**src/rtl/ascon_stream_loader_if.sv**
```systemverilog
//==============================================================================
// Module   : ascon_stream_loader_if
// Brief    : Byte streams plus wide Ascon core buses for ascon_stream_loader.
//            The master modport is the loader; slave is source/sink/core side.
//            ASCON_LOADER_TAG_CHECK_EN adds the tag_match signal.
// Revision : 1.0
//==============================================================================
`default_nettype none

interface ascon_stream_loader_if #(
    parameter int K = 128,
    parameter int L = 40,
    parameter int Y = 40
);
    logic         in_valid;
    logic         in_ready;
    logic [7:0]   in_data;
    logic         in_decrypt;
    logic         out_valid;
    logic         out_ready;
    logic [7:0]   out_data;
    logic         out_last;
    logic [K-1:0] core_key;
    logic [127:0] core_nonce;
    logic [L-1:0] core_ad;
    logic [Y-1:0] core_data;
    logic         core_decrypt;
    logic         core_start;
    logic [Y-1:0] core_out;
    logic [127:0] core_tag;
    logic         core_ready;
`ifdef ASCON_LOADER_TAG_CHECK_EN
    logic         tag_match;
`endif

    modport master (
`ifdef ASCON_LOADER_TAG_CHECK_EN
        output tag_match,
`endif
        input  in_valid, in_data, in_decrypt, out_ready,
        input  core_out, core_tag, core_ready,
        output in_ready, out_valid, out_data, out_last,
        output core_key, core_nonce, core_ad, core_data, core_decrypt, core_start
    );

    modport slave (
`ifdef ASCON_LOADER_TAG_CHECK_EN
        input  tag_match,
`endif
        output in_valid, in_data, in_decrypt, out_ready,
        output core_out, core_tag, core_ready,
        input  in_ready, out_valid, out_data, out_last,
        input  core_key, core_nonce, core_ad, core_data, core_decrypt, core_start
    );
endinterface

`default_nettype wire

```
**src/rtl/ascon_stream_loader.sv**
```systemverilog
//==============================================================================
// Module   : ascon_stream_loader
// Brief    : Deserialises key/nonce/AD/data bytes onto the Ascon core inputs,
//            runs the core and serialises output data + tag as bytes.
//            Optional macro ASCON_LOADER_TAG_CHECK_EN: expected-tag compare.
// Revision : 1.0
//==============================================================================
`default_nettype none

module ascon_stream_loader #(
    parameter int K = 128,
    parameter int L = 40,
    parameter int Y = 40
) (
    input  wire logic              clk,
    input  wire logic              rst,
    ascon_stream_loader_if.master  io_bus
);
    localparam int c_KB        = K / 8;
    localparam int c_LB        = L / 8;
    localparam int c_YB        = Y / 8;
    localparam int c_N_IN_BASE = c_KB + 16 + c_LB + c_YB;
`ifdef ASCON_LOADER_TAG_CHECK_EN
    localparam int c_N_IN_MAX  = c_N_IN_BASE + 16;
`else
    localparam int c_N_IN_MAX  = c_N_IN_BASE;
`endif
    localparam int c_N_OUT     = c_YB + 16;
    localparam int c_ICW       = $clog2(c_N_IN_MAX + 1);
    localparam int c_OCW       = $clog2(c_N_OUT + 1);
    localparam int c_SRW       = Y + 128;

    localparam logic [c_ICW-1:0] c_KEY_END   = c_ICW'(c_KB);
    localparam logic [c_ICW-1:0] c_NONCE_END = c_ICW'(c_KB + 16);
    localparam logic [c_ICW-1:0] c_AD_END    = c_ICW'(c_KB + 16 + c_LB);
    localparam logic [c_ICW-1:0] c_DATA_END  = c_ICW'(c_N_IN_BASE);

    typedef enum logic [2:0] {
        S_LOAD    = 3'd0,
        S_START   = 3'd1,
        S_WAIT    = 3'd2,
        S_SEND    = 3'd3,
        S_RELEASE = 3'd4
    } state_t;

    state_t             r_state;
    logic [c_ICW-1:0]   r_icnt;
    logic [c_OCW-1:0]   r_ocnt;
    logic [K-1:0]       r_key;
    logic [127:0]       r_nonce;
    logic [L-1:0]       r_ad;
    logic [Y-1:0]       r_data;
    logic               r_decrypt;
    logic [c_SRW-1:0]   r_out_sr;
    logic               r_in_ready;
    logic               r_out_valid;
    logic               r_out_last;
    logic               r_core_start;
`ifdef ASCON_LOADER_TAG_CHECK_EN
    logic [127:0]       r_exp_tag;
    logic               r_tag_match;
`endif

    logic [c_ICW-1:0]   w_in_last_idx;
    logic [c_OCW-1:0]   w_out_last_idx;
    logic [c_OCW-1:0]   w_ocnt_nxt;
    logic               w_in_fire;
    logic               w_out_fire;

    // r_decrypt is stale only at byte 0, which can never be the last input byte.
    always_comb begin
        w_in_last_idx  = c_ICW'(c_N_IN_BASE - 1);
        w_out_last_idx = c_OCW'(c_N_OUT - 1);
`ifdef ASCON_LOADER_TAG_CHECK_EN
        if (r_decrypt) begin
            w_in_last_idx  = c_ICW'(c_N_IN_MAX - 1);
            w_out_last_idx = c_OCW'(c_YB - 1);
        end
`endif
    end

    assign w_in_fire  = io_bus.in_valid & r_in_ready;
    assign w_out_fire = r_out_valid & io_bus.out_ready;
    assign w_ocnt_nxt = r_ocnt + 1'b1;

    always_ff @(posedge clk or posedge rst) begin
        if (rst) begin
            r_state      <= S_LOAD;
            r_icnt       <= '0;
            r_ocnt       <= '0;
            r_key        <= '0;
            r_nonce      <= '0;
            r_ad         <= '0;
            r_data       <= '0;
            r_decrypt    <= 1'b0;
            r_out_sr     <= '0;
            r_in_ready   <= 1'b1;
            r_out_valid  <= 1'b0;
            r_out_last   <= 1'b0;
            r_core_start <= 1'b0;
`ifdef ASCON_LOADER_TAG_CHECK_EN
            r_exp_tag    <= '0;
            r_tag_match  <= 1'b0;
`endif
        end else begin
            case (r_state)
                S_LOAD: begin
                    if (w_in_fire) begin
                        r_icnt <= r_icnt + 1'b1;
                        if (r_icnt == '0) begin
                            r_decrypt <= io_bus.in_decrypt;
                        end
                        // Shifting each field left puts the first byte at the MSB end.
                        if (r_icnt < c_KEY_END) begin
                            r_key <= K'({r_key, io_bus.in_data});
                        end else if (r_icnt < c_NONCE_END) begin
                            r_nonce <= 128'({r_nonce, io_bus.in_data});
                        end else if (r_icnt < c_AD_END) begin
                            r_ad <= L'({r_ad, io_bus.in_data});
                        end else if (r_icnt < c_DATA_END) begin
                            r_data <= Y'({r_data, io_bus.in_data});
                        end
`ifdef ASCON_LOADER_TAG_CHECK_EN
                        else begin
                            r_exp_tag <= 128'({r_exp_tag, io_bus.in_data});
                        end
`endif
                        if (r_icnt == w_in_last_idx) begin
                            r_in_ready   <= 1'b0;
                            r_core_start <= 1'b1;
                            r_state      <= S_START;
`ifdef ASCON_LOADER_TAG_CHECK_EN
                            r_tag_match  <= 1'b0;
`endif
                        end
                    end
                end

                S_START: begin
                    r_core_start <= 1'b0;
                    r_state      <= S_WAIT;
                end

                S_WAIT: begin
                    if (io_bus.core_ready) begin
                        r_out_sr    <= {io_bus.core_out, io_bus.core_tag};
                        r_ocnt      <= '0;
                        r_out_valid <= 1'b1;
                        r_out_last  <= (w_out_last_idx == '0);
`ifdef ASCON_LOADER_TAG_CHECK_EN
                        r_tag_match <= r_decrypt && (io_bus.core_tag == r_exp_tag);
`endif
                        r_state     <= S_SEND;
                    end
                end

                S_SEND: begin
                    if (w_out_fire) begin
                        r_out_sr <= r_out_sr << 8;
                        r_ocnt   <= w_ocnt_nxt;
                        if (r_ocnt == w_out_last_idx) begin
                            r_out_valid  <= 1'b0;
                            r_out_last   <= 1'b0;
                            r_core_start <= 1'b1;
                            r_state      <= S_RELEASE;
                        end else begin
                            r_out_last <= (w_ocnt_nxt == w_out_last_idx);
                        end
                    end
                end

                S_RELEASE: begin
                    // The second start pulse returns the core from DONE to IDLE.
                    r_core_start <= 1'b0;
                    r_icnt       <= '0;
                    r_in_ready   <= 1'b1;
                    r_state      <= S_LOAD;
                end

                default: begin
                    r_state      <= S_LOAD;
                    r_core_start <= 1'b0;
                    r_in_ready   <= 1'b1;
                    r_out_valid  <= 1'b0;
                    r_out_last   <= 1'b0;
                    r_icnt       <= '0;
                end
            endcase
        end
    end

    assign io_bus.in_ready     = r_in_ready;
    assign io_bus.out_valid    = r_out_valid;
    assign io_bus.out_data     = r_out_sr[c_SRW-1 -: 8];
    assign io_bus.out_last     = r_out_last;
    assign io_bus.core_key     = r_key;
    assign io_bus.core_nonce   = r_nonce;
    assign io_bus.core_ad      = r_ad;
    assign io_bus.core_data    = r_data;
    assign io_bus.core_decrypt = r_decrypt;
    assign io_bus.core_start   = r_core_start;
`ifdef ASCON_LOADER_TAG_CHECK_EN
    assign io_bus.tag_match    = r_tag_match;
`endif

endmodule

`default_nettype wire

```
**src/flat_wrapper.sv**
```systemverilog
// flat-port wrapper written by rule: the top's interface ports become plain ports
module ascon_stream_loader_flat 
#(
    parameter int K = 128,
    parameter int L = 40,
    parameter int Y = 40
)
  (clk, rst, io_bus_in_valid, io_bus_in_data, io_bus_in_decrypt, io_bus_out_ready, io_bus_core_out, io_bus_core_tag, io_bus_core_ready, io_bus_in_ready, io_bus_out_valid, io_bus_out_data, io_bus_out_last, io_bus_core_key, io_bus_core_nonce, io_bus_core_ad, io_bus_core_data, io_bus_core_decrypt, io_bus_core_start);
  ascon_stream_loader_if #(.K(K), .L(L), .Y(Y)) io_bus_i ();
  input  wire logic clk;
  input  wire logic rst;
  input wire logic [$bits(io_bus_i.in_valid)-1:0] io_bus_in_valid;
  input wire logic [$bits(io_bus_i.in_data)-1:0] io_bus_in_data;
  input wire logic [$bits(io_bus_i.in_decrypt)-1:0] io_bus_in_decrypt;
  input wire logic [$bits(io_bus_i.out_ready)-1:0] io_bus_out_ready;
  input wire logic [$bits(io_bus_i.core_out)-1:0] io_bus_core_out;
  input wire logic [$bits(io_bus_i.core_tag)-1:0] io_bus_core_tag;
  input wire logic [$bits(io_bus_i.core_ready)-1:0] io_bus_core_ready;
  output wire logic [$bits(io_bus_i.in_ready)-1:0] io_bus_in_ready;
  output wire logic [$bits(io_bus_i.out_valid)-1:0] io_bus_out_valid;
  output wire logic [$bits(io_bus_i.out_data)-1:0] io_bus_out_data;
  output wire logic [$bits(io_bus_i.out_last)-1:0] io_bus_out_last;
  output wire logic [$bits(io_bus_i.core_key)-1:0] io_bus_core_key;
  output wire logic [$bits(io_bus_i.core_nonce)-1:0] io_bus_core_nonce;
  output wire logic [$bits(io_bus_i.core_ad)-1:0] io_bus_core_ad;
  output wire logic [$bits(io_bus_i.core_data)-1:0] io_bus_core_data;
  output wire logic [$bits(io_bus_i.core_decrypt)-1:0] io_bus_core_decrypt;
  output wire logic [$bits(io_bus_i.core_start)-1:0] io_bus_core_start;
  assign io_bus_i.in_valid = io_bus_in_valid;
  assign io_bus_i.in_data = io_bus_in_data;
  assign io_bus_i.in_decrypt = io_bus_in_decrypt;
  assign io_bus_i.out_ready = io_bus_out_ready;
  assign io_bus_i.core_out = io_bus_core_out;
  assign io_bus_i.core_tag = io_bus_core_tag;
  assign io_bus_i.core_ready = io_bus_core_ready;
  assign io_bus_in_ready = io_bus_i.in_ready;
  assign io_bus_out_valid = io_bus_i.out_valid;
  assign io_bus_out_data = io_bus_i.out_data;
  assign io_bus_out_last = io_bus_i.out_last;
  assign io_bus_core_key = io_bus_i.core_key;
  assign io_bus_core_nonce = io_bus_i.core_nonce;
  assign io_bus_core_ad = io_bus_i.core_ad;
  assign io_bus_core_data = io_bus_i.core_data;
  assign io_bus_core_decrypt = io_bus_i.core_decrypt;
  assign io_bus_core_start = io_bus_i.core_start;
  ascon_stream_loader #(.K(K), .L(L), .Y(Y)) u_core (.clk(clk), .rst(rst), .io_bus(io_bus_i));
endmodule
```
**config.mk**
```make
export PLATFORM = sky130hd
export DESIGN_NAME = ascon_stream_loader_flat
export DESIGN_NICKNAME = d
export VERILOG_FILES = /design/src/rtl/ascon_stream_loader_if.sv /design/src/rtl/ascon_stream_loader.sv /design/src/flat_wrapper.sv
export SDC_FILE = /design/constraint.sdc
export NUM_CORES = 1
export LEC_CHECK = 0
export ABC_AREA = 1
export BUFFER_PORTS_ARGS = -buffer_cell sky130_fd_sc_hd__buf_4
export CAP_MARGIN = 20
export CELL_PAD_IN_SITES_DETAIL_PLACEMENT = 0
export CELL_PAD_IN_SITES_GLOBAL_PLACEMENT = 1
export CORE_ASPECT_RATIO = 0.6
export CORE_MARGIN = 1.5
export CORE_UTILIZATION = 35
export DETAILED_ROUTE_END_ITERATION = 7
export PLACE_DENSITY = 0.83
export SYNTH_ARGS = -nofsm -noshare
export SYNTH_HDL_FRONTEND = slang
export SYNTH_SLANG_ARGS = --single-unit
```
**constraint.sdc**
```tcl
create_clock -name clk -period 29.8 [get_ports clk]
set_input_delay 1.49 -clock clk [delete_from_list [all_inputs] [get_ports clk]]
set_output_delay 1.49 -clock clk [all_outputs]
set_load 0.01 [all_outputs]
```
==> parameters.txt <==
Parameter                              Value

Global route
  Global-route wire length before repair    94.8 mm
  Global-route met3 utilization    0.0512
  Total congestion overflow    0
  Routing usage on met2    0.267
  Via count of the first global-routing pass    16.5k
  Gr usage total    0.184
  Largest net degree at the start of global routing    128
  M1 GR Usage    0.269
  Most Crowded Layer GR    met1
  Number of antenna violations at the first check in global routing    1

Setup path
  Cell chain of the critical path    buf_4 -> nand2_1 -> inv_1 -> nand2_2 -> nand2_2 -> nand2_4 -> inv_8 -> buf_4 -> buf_4 -> nand2_1 -> o21ai_1
  Worst EP required    30,320 ps
  Slowest stage cell on the critical path    sky130_fd_sc_hd__buf_4
  Crit-path most repeated cell    sky130_fd_sc_hd__buf_4
  Cells on worst reg2reg path    10
  Kind of end point of the critical path    flip-flop
  Arrival time worst endpoint    4630 ps
  Crit path max fanout    126
  Critical Path Start Type    primary input
  Delay contributed by the slowest stage of the critical path    830 ps
  Cell class contributing the biggest share of worst-path delay    buffers and inverters
  Critical Setup Path Class    primary input to flip-flop
  Crit path buf inv count    5
  Cell depth of the worst setup path    11

Yosys
  Mean Syn Cell Area    8.68 µm²
  Synthesis-stage register bit count    523
  Count of mapped cells out of synthesis    2,555
  Sequential share of the synthesized area    0.590
  Share of the synthesized netlist area taken by xor and xnor gates    0.000395
  Area of the mapped netlist    0.0222 mm²
  Unique cell type count in the Yosys netlist    30
  Dominant combinational cell family by area after synthesis    simple AND/OR/NAND/NOR gates
  Share of the synthesized area in compound gates (AO/OA/AOI/OAI)    0.141
  Synth Area in Adders    0.00395
  Yosys Warn Count    0
  Multiplexer fraction of the synthesized cell area    0
  Total nets after synthesis    2,744
  Synthesized-area fraction occupied by and/or/nand/nor cells    0.161

CTS
  H-tree depth    2
  TritonCTS Buffers    51
  Hold buffer count at cts    0
  Clock latency at the later pin of the worst-skew pair    610 ps
  CTS resizes    0
  Post-CTS setup-driven buffer insertion count    0
  Root Buffer    sky130_fd_sc_hd__clkbuf_16
  Bufs on Longest Clock Path    3
  # clock sinks    523
  Worst-path clk slew    60 ps
  Clock tree from TritonCTS    built

Cells and area
  Filler cells    6,188
  Synth-to-Final Area Change    27.0%
  Final std cells w/o fill    3,879
  Combined area of the multi-input logic cells    0.00682 mm²
  FF/Latch Area    0.0131 mm²
  Layout net count    3,184
  Util after Layout    0.450
  Fraction of layout instances using a drive strength above 1    0.216

STA
  Post-Route Skew    35.9 ps
  Worst rel slew slack    0.293
  Unrepaired setup endpoints after global routing    no
  Final critical delay including setup and external delays    4110 ps
  Pins over their slew limit    0
  Transition at the pin with the smallest max-transition slack    1060 ps
  Final worst-path setup slack    25,690 ps
  Ratio of final minimum period to clock period    0.138
  Highest clock rate    0.244 GHz
  Final hold violations    0
  Post-Route Setup TNS    0 ps
  Final-report setup violation count    0

Die
  Die H    198 µm
  Core Box Area    0.0626 mm²
  Floorplan die width    328 µm
  Initial standard-cell utilization of the core    0.354
  Row cnt    71
  Floorplan die area    0.0649 mm²
  Top-Level Pins    531

Placed design
  Detailed Place HPWL    42.6 mm
  Placed cells    3,781
  Port Buffers    530
  Weighted congestion at the end of routability-driven global placement    0.789
  Place WS    25,070 ps

Route
  DR WL/cell    15.8 µm
  Final Routed Wirelength    61.2 mm
  DR DRC count    0
  Via count normalized by instance count    4.53
  Number of optimization iterations in the first detailed-route pass    5
  Starting DRC count in detailed routing    1,263
  Detailed-route via count    17.6k
  Count of antenna-violating nets left after detailed routing    0

Run
  Max_cap viols    0

Power and ir drop
  Power after layout    2.91 mW
  Ratio of total power to cell area    103 mW/mm²
  Leakage power summed over all cells    14.7 nW
  Peak supply drop    61.8 µV

Hold path
  Hold Path Class    flip-flop to flip-flop
  Worst hold path stage count    2

Outcome
  Outcome    finished clean
area by class of cell:
| cell class | instances | area share |
|---|---|---|
| tap | 839 | 0.0373 |
| sequential | 523 | 0.465 |
| timing repair buffer | 550 | 0.147 |
| inverter | 347 | 0.0468 |
| antenna | 3 | 0.000267 |
| multi-input combinational | 1522 | 0.242 |
| clock buffer | 70 | 0.0522 |
| clock inverter | 25 | 0.00982 |
worst paths after layout:
path                                                     start                                   endpoint  slack [ps]
worst min register to register  u_core.r_out_sr[2]$_DFFE_PP0P_             u_core.r_out_sr[2]$_DFFE_PP0P_         480
worst min-delay path            u_core.r_out_sr[2]$_DFFE_PP0P_             u_core.r_out_sr[2]$_DFFE_PP0P_         480
worst max-delay path                          io_bus_out_ready            u_core.r_out_sr[58]$_DFFE_PP0P_       25690
min in group asynchronous                                  rst  u_core.io_bus.core_nonce[113]$_DFFE_PP0P_        1050
worst max register to register   u_core.r_state[0]$_DFFE_PP0P_            u_core.r_out_sr[58]$_DFFE_PP0P_       25820
max in group asynchronous                                  rst     u_core.io_bus.core_key[75]$_DFFE_PP0P_       26450
power breakdown:
part | leakage (nW) | switching, mW | total, mW | internal, mW
combinational | 7.38 | 0.611 | 1.05 | 0.439
sequential | 6.46 | 0.177 | 1.19 | 1.01
clock | 0.867 | 0.294 | 0.677 | 0.383
cells in the mapped netlist:
cell type                  count  share of area
sky130_fd_sc_hd__a21oi_1     113          0.026
sky130_fd_sc_hd__clkbuf_1     28         0.0047
sky130_fd_sc_hd__buf_2        79          0.018
sky130_fd_sc_hd__nand2_4       2         0.0010
sky130_fd_sc_hd__xor2_1        1        0.00040
sky130_fd_sc_hd__nand3_2       3         0.0014
sky130_fd_sc_hd__nand3_1      19         0.0043
sky130_fd_sc_hd__dfstp_2       1         0.0012
sky130_fd_sc_hd__nor3_1        2        0.00045
sky130_fd_sc_hd__nor2_1      124          0.021
sky130_fd_sc_hd__o21ai_0     250          0.056
sky130_fd_sc_hd__buf_4        41          0.014
sky130_fd_sc_hd__o22ai_1       2        0.00056
sky130_fd_sc_hd__buf_6        15         0.0076
sky130_fd_sc_hd__nand4_1      48          0.014
sky130_fd_sc_hd__nor2_4        2         0.0010
sky130_fd_sc_hd__o21ai_1     259          0.058
sky130_fd_sc_hd__nor2_8        1        0.00090
sky130_fd_sc_hd__nand2_2       3        0.00085
sky130_fd_sc_hd__o211ai_1      1        0.00034
sky130_fd_sc_hd__inv_4         1        0.00028
sky130_fd_sc_hd__inv_1       342          0.058
sky130_fd_sc_hd__and2_1        1        0.00028
sky130_fd_sc_hd__clkinv_2      1        0.00023
sky130_fd_sc_hd__nand2_1     682           0.12
sky130_fd_sc_hd__inv_2         3        0.00051
sky130_fd_sc_hd__nand3_4       1        0.00079
sky130_fd_sc_hd__ha_1          7         0.0039
sky130_fd_sc_hd__nor2_2        1        0.00028
sky130_fd_sc_hd__dfrtp_1     522           0.59
worst reg2reg max path, stage by stage, from the launching register on:
cell and delay, ps:
sky130_fd_sc_hd__dfrtp_1 590, sky130_fd_sc_hd__nand2_2 120, sky130_fd_sc_hd__nor2_4 260, sky130_fd_sc_hd__nand2_2 130, sky130_fd_sc_hd__nand2_2 100, sky130_fd_sc_hd__nand2_4 200
sky130_fd_sc_hd__inv_8 540, sky130_fd_sc_hd__buf_4 890, sky130_fd_sc_hd__buf_4 840, sky130_fd_sc_hd__nand2_1 130, sky130_fd_sc_hd__o21ai_1 120
metal layers:
| layer | up-vias | share of wire |
|---|---|---|
| li1 | 8931 | - |
| met1 | 8182 | 0.48 |
| met2 | 390 | 0.43 |
| met3 | 81 | 0.073 |
| met4 | 0 | 0.020 |
| met5 | - | 0 |
kinds of logic after synthesis:
| group | count (synthesis) |
|---|---|
| AOI/OAI and AO/OA | 625 |
| xor gates and xnor gates | 1 |
| adders and majority gates | 7 |
| buffers and inverters | 510 |
| DFF | 523 |
| and+or+nand+nor | 889 |
cells in the final DEF (no fill, tap or decap), types with 16 or more instances in the layout:
cell                          n
sky130_fd_sc_hd__dfrtp_1    522
sky130_fd_sc_hd__o21ai_0    250
sky130_fd_sc_hd__inv_1      341
sky130_fd_sc_hd__a21oi_1    113
sky130_fd_sc_hd__nand2_1    682
sky130_fd_sc_hd__buf_4      550
sky130_fd_sc_hd__nor2_1     124
sky130_fd_sc_hd__o21ai_1    259
sky130_fd_sc_hd__clkinv_2    16
sky130_fd_sc_hd__clkbuf_16   52
sky130_fd_sc_hd__nand3_1     19
sky130_fd_sc_hd__nand4_1     48
flip-flops by register name, summed over array words and instances, names as in the netlist:
name and count:
u_core.r_state 3, u_core.io_bus.core_data 40, u_core.io_bus.in_ready 1, u_core.io_bus.out_last 1, u_core.r_icnt 6, u_core.io_bus.core_start 1
u_core.r_out_sr 168, u_core.io_bus.out_valid 1, u_core.io_bus.core_decrypt 1, u_core.r_ocnt 5, u_core.io_bus.core_key 128, u_core.io_bus.core_ad 40
u_core.io_bus.core_nonce 128
stage by stage:
step	hold slack, ps	cell area [µm²]
3_3_place_gp	458	26400
5_1_grt	505	28200
3_5_place_dp	464	26400
2_1_floorplan	450	22200
4_1_cts	482	28200
6_report	481	28200
(Power assumes the default switching activity.)
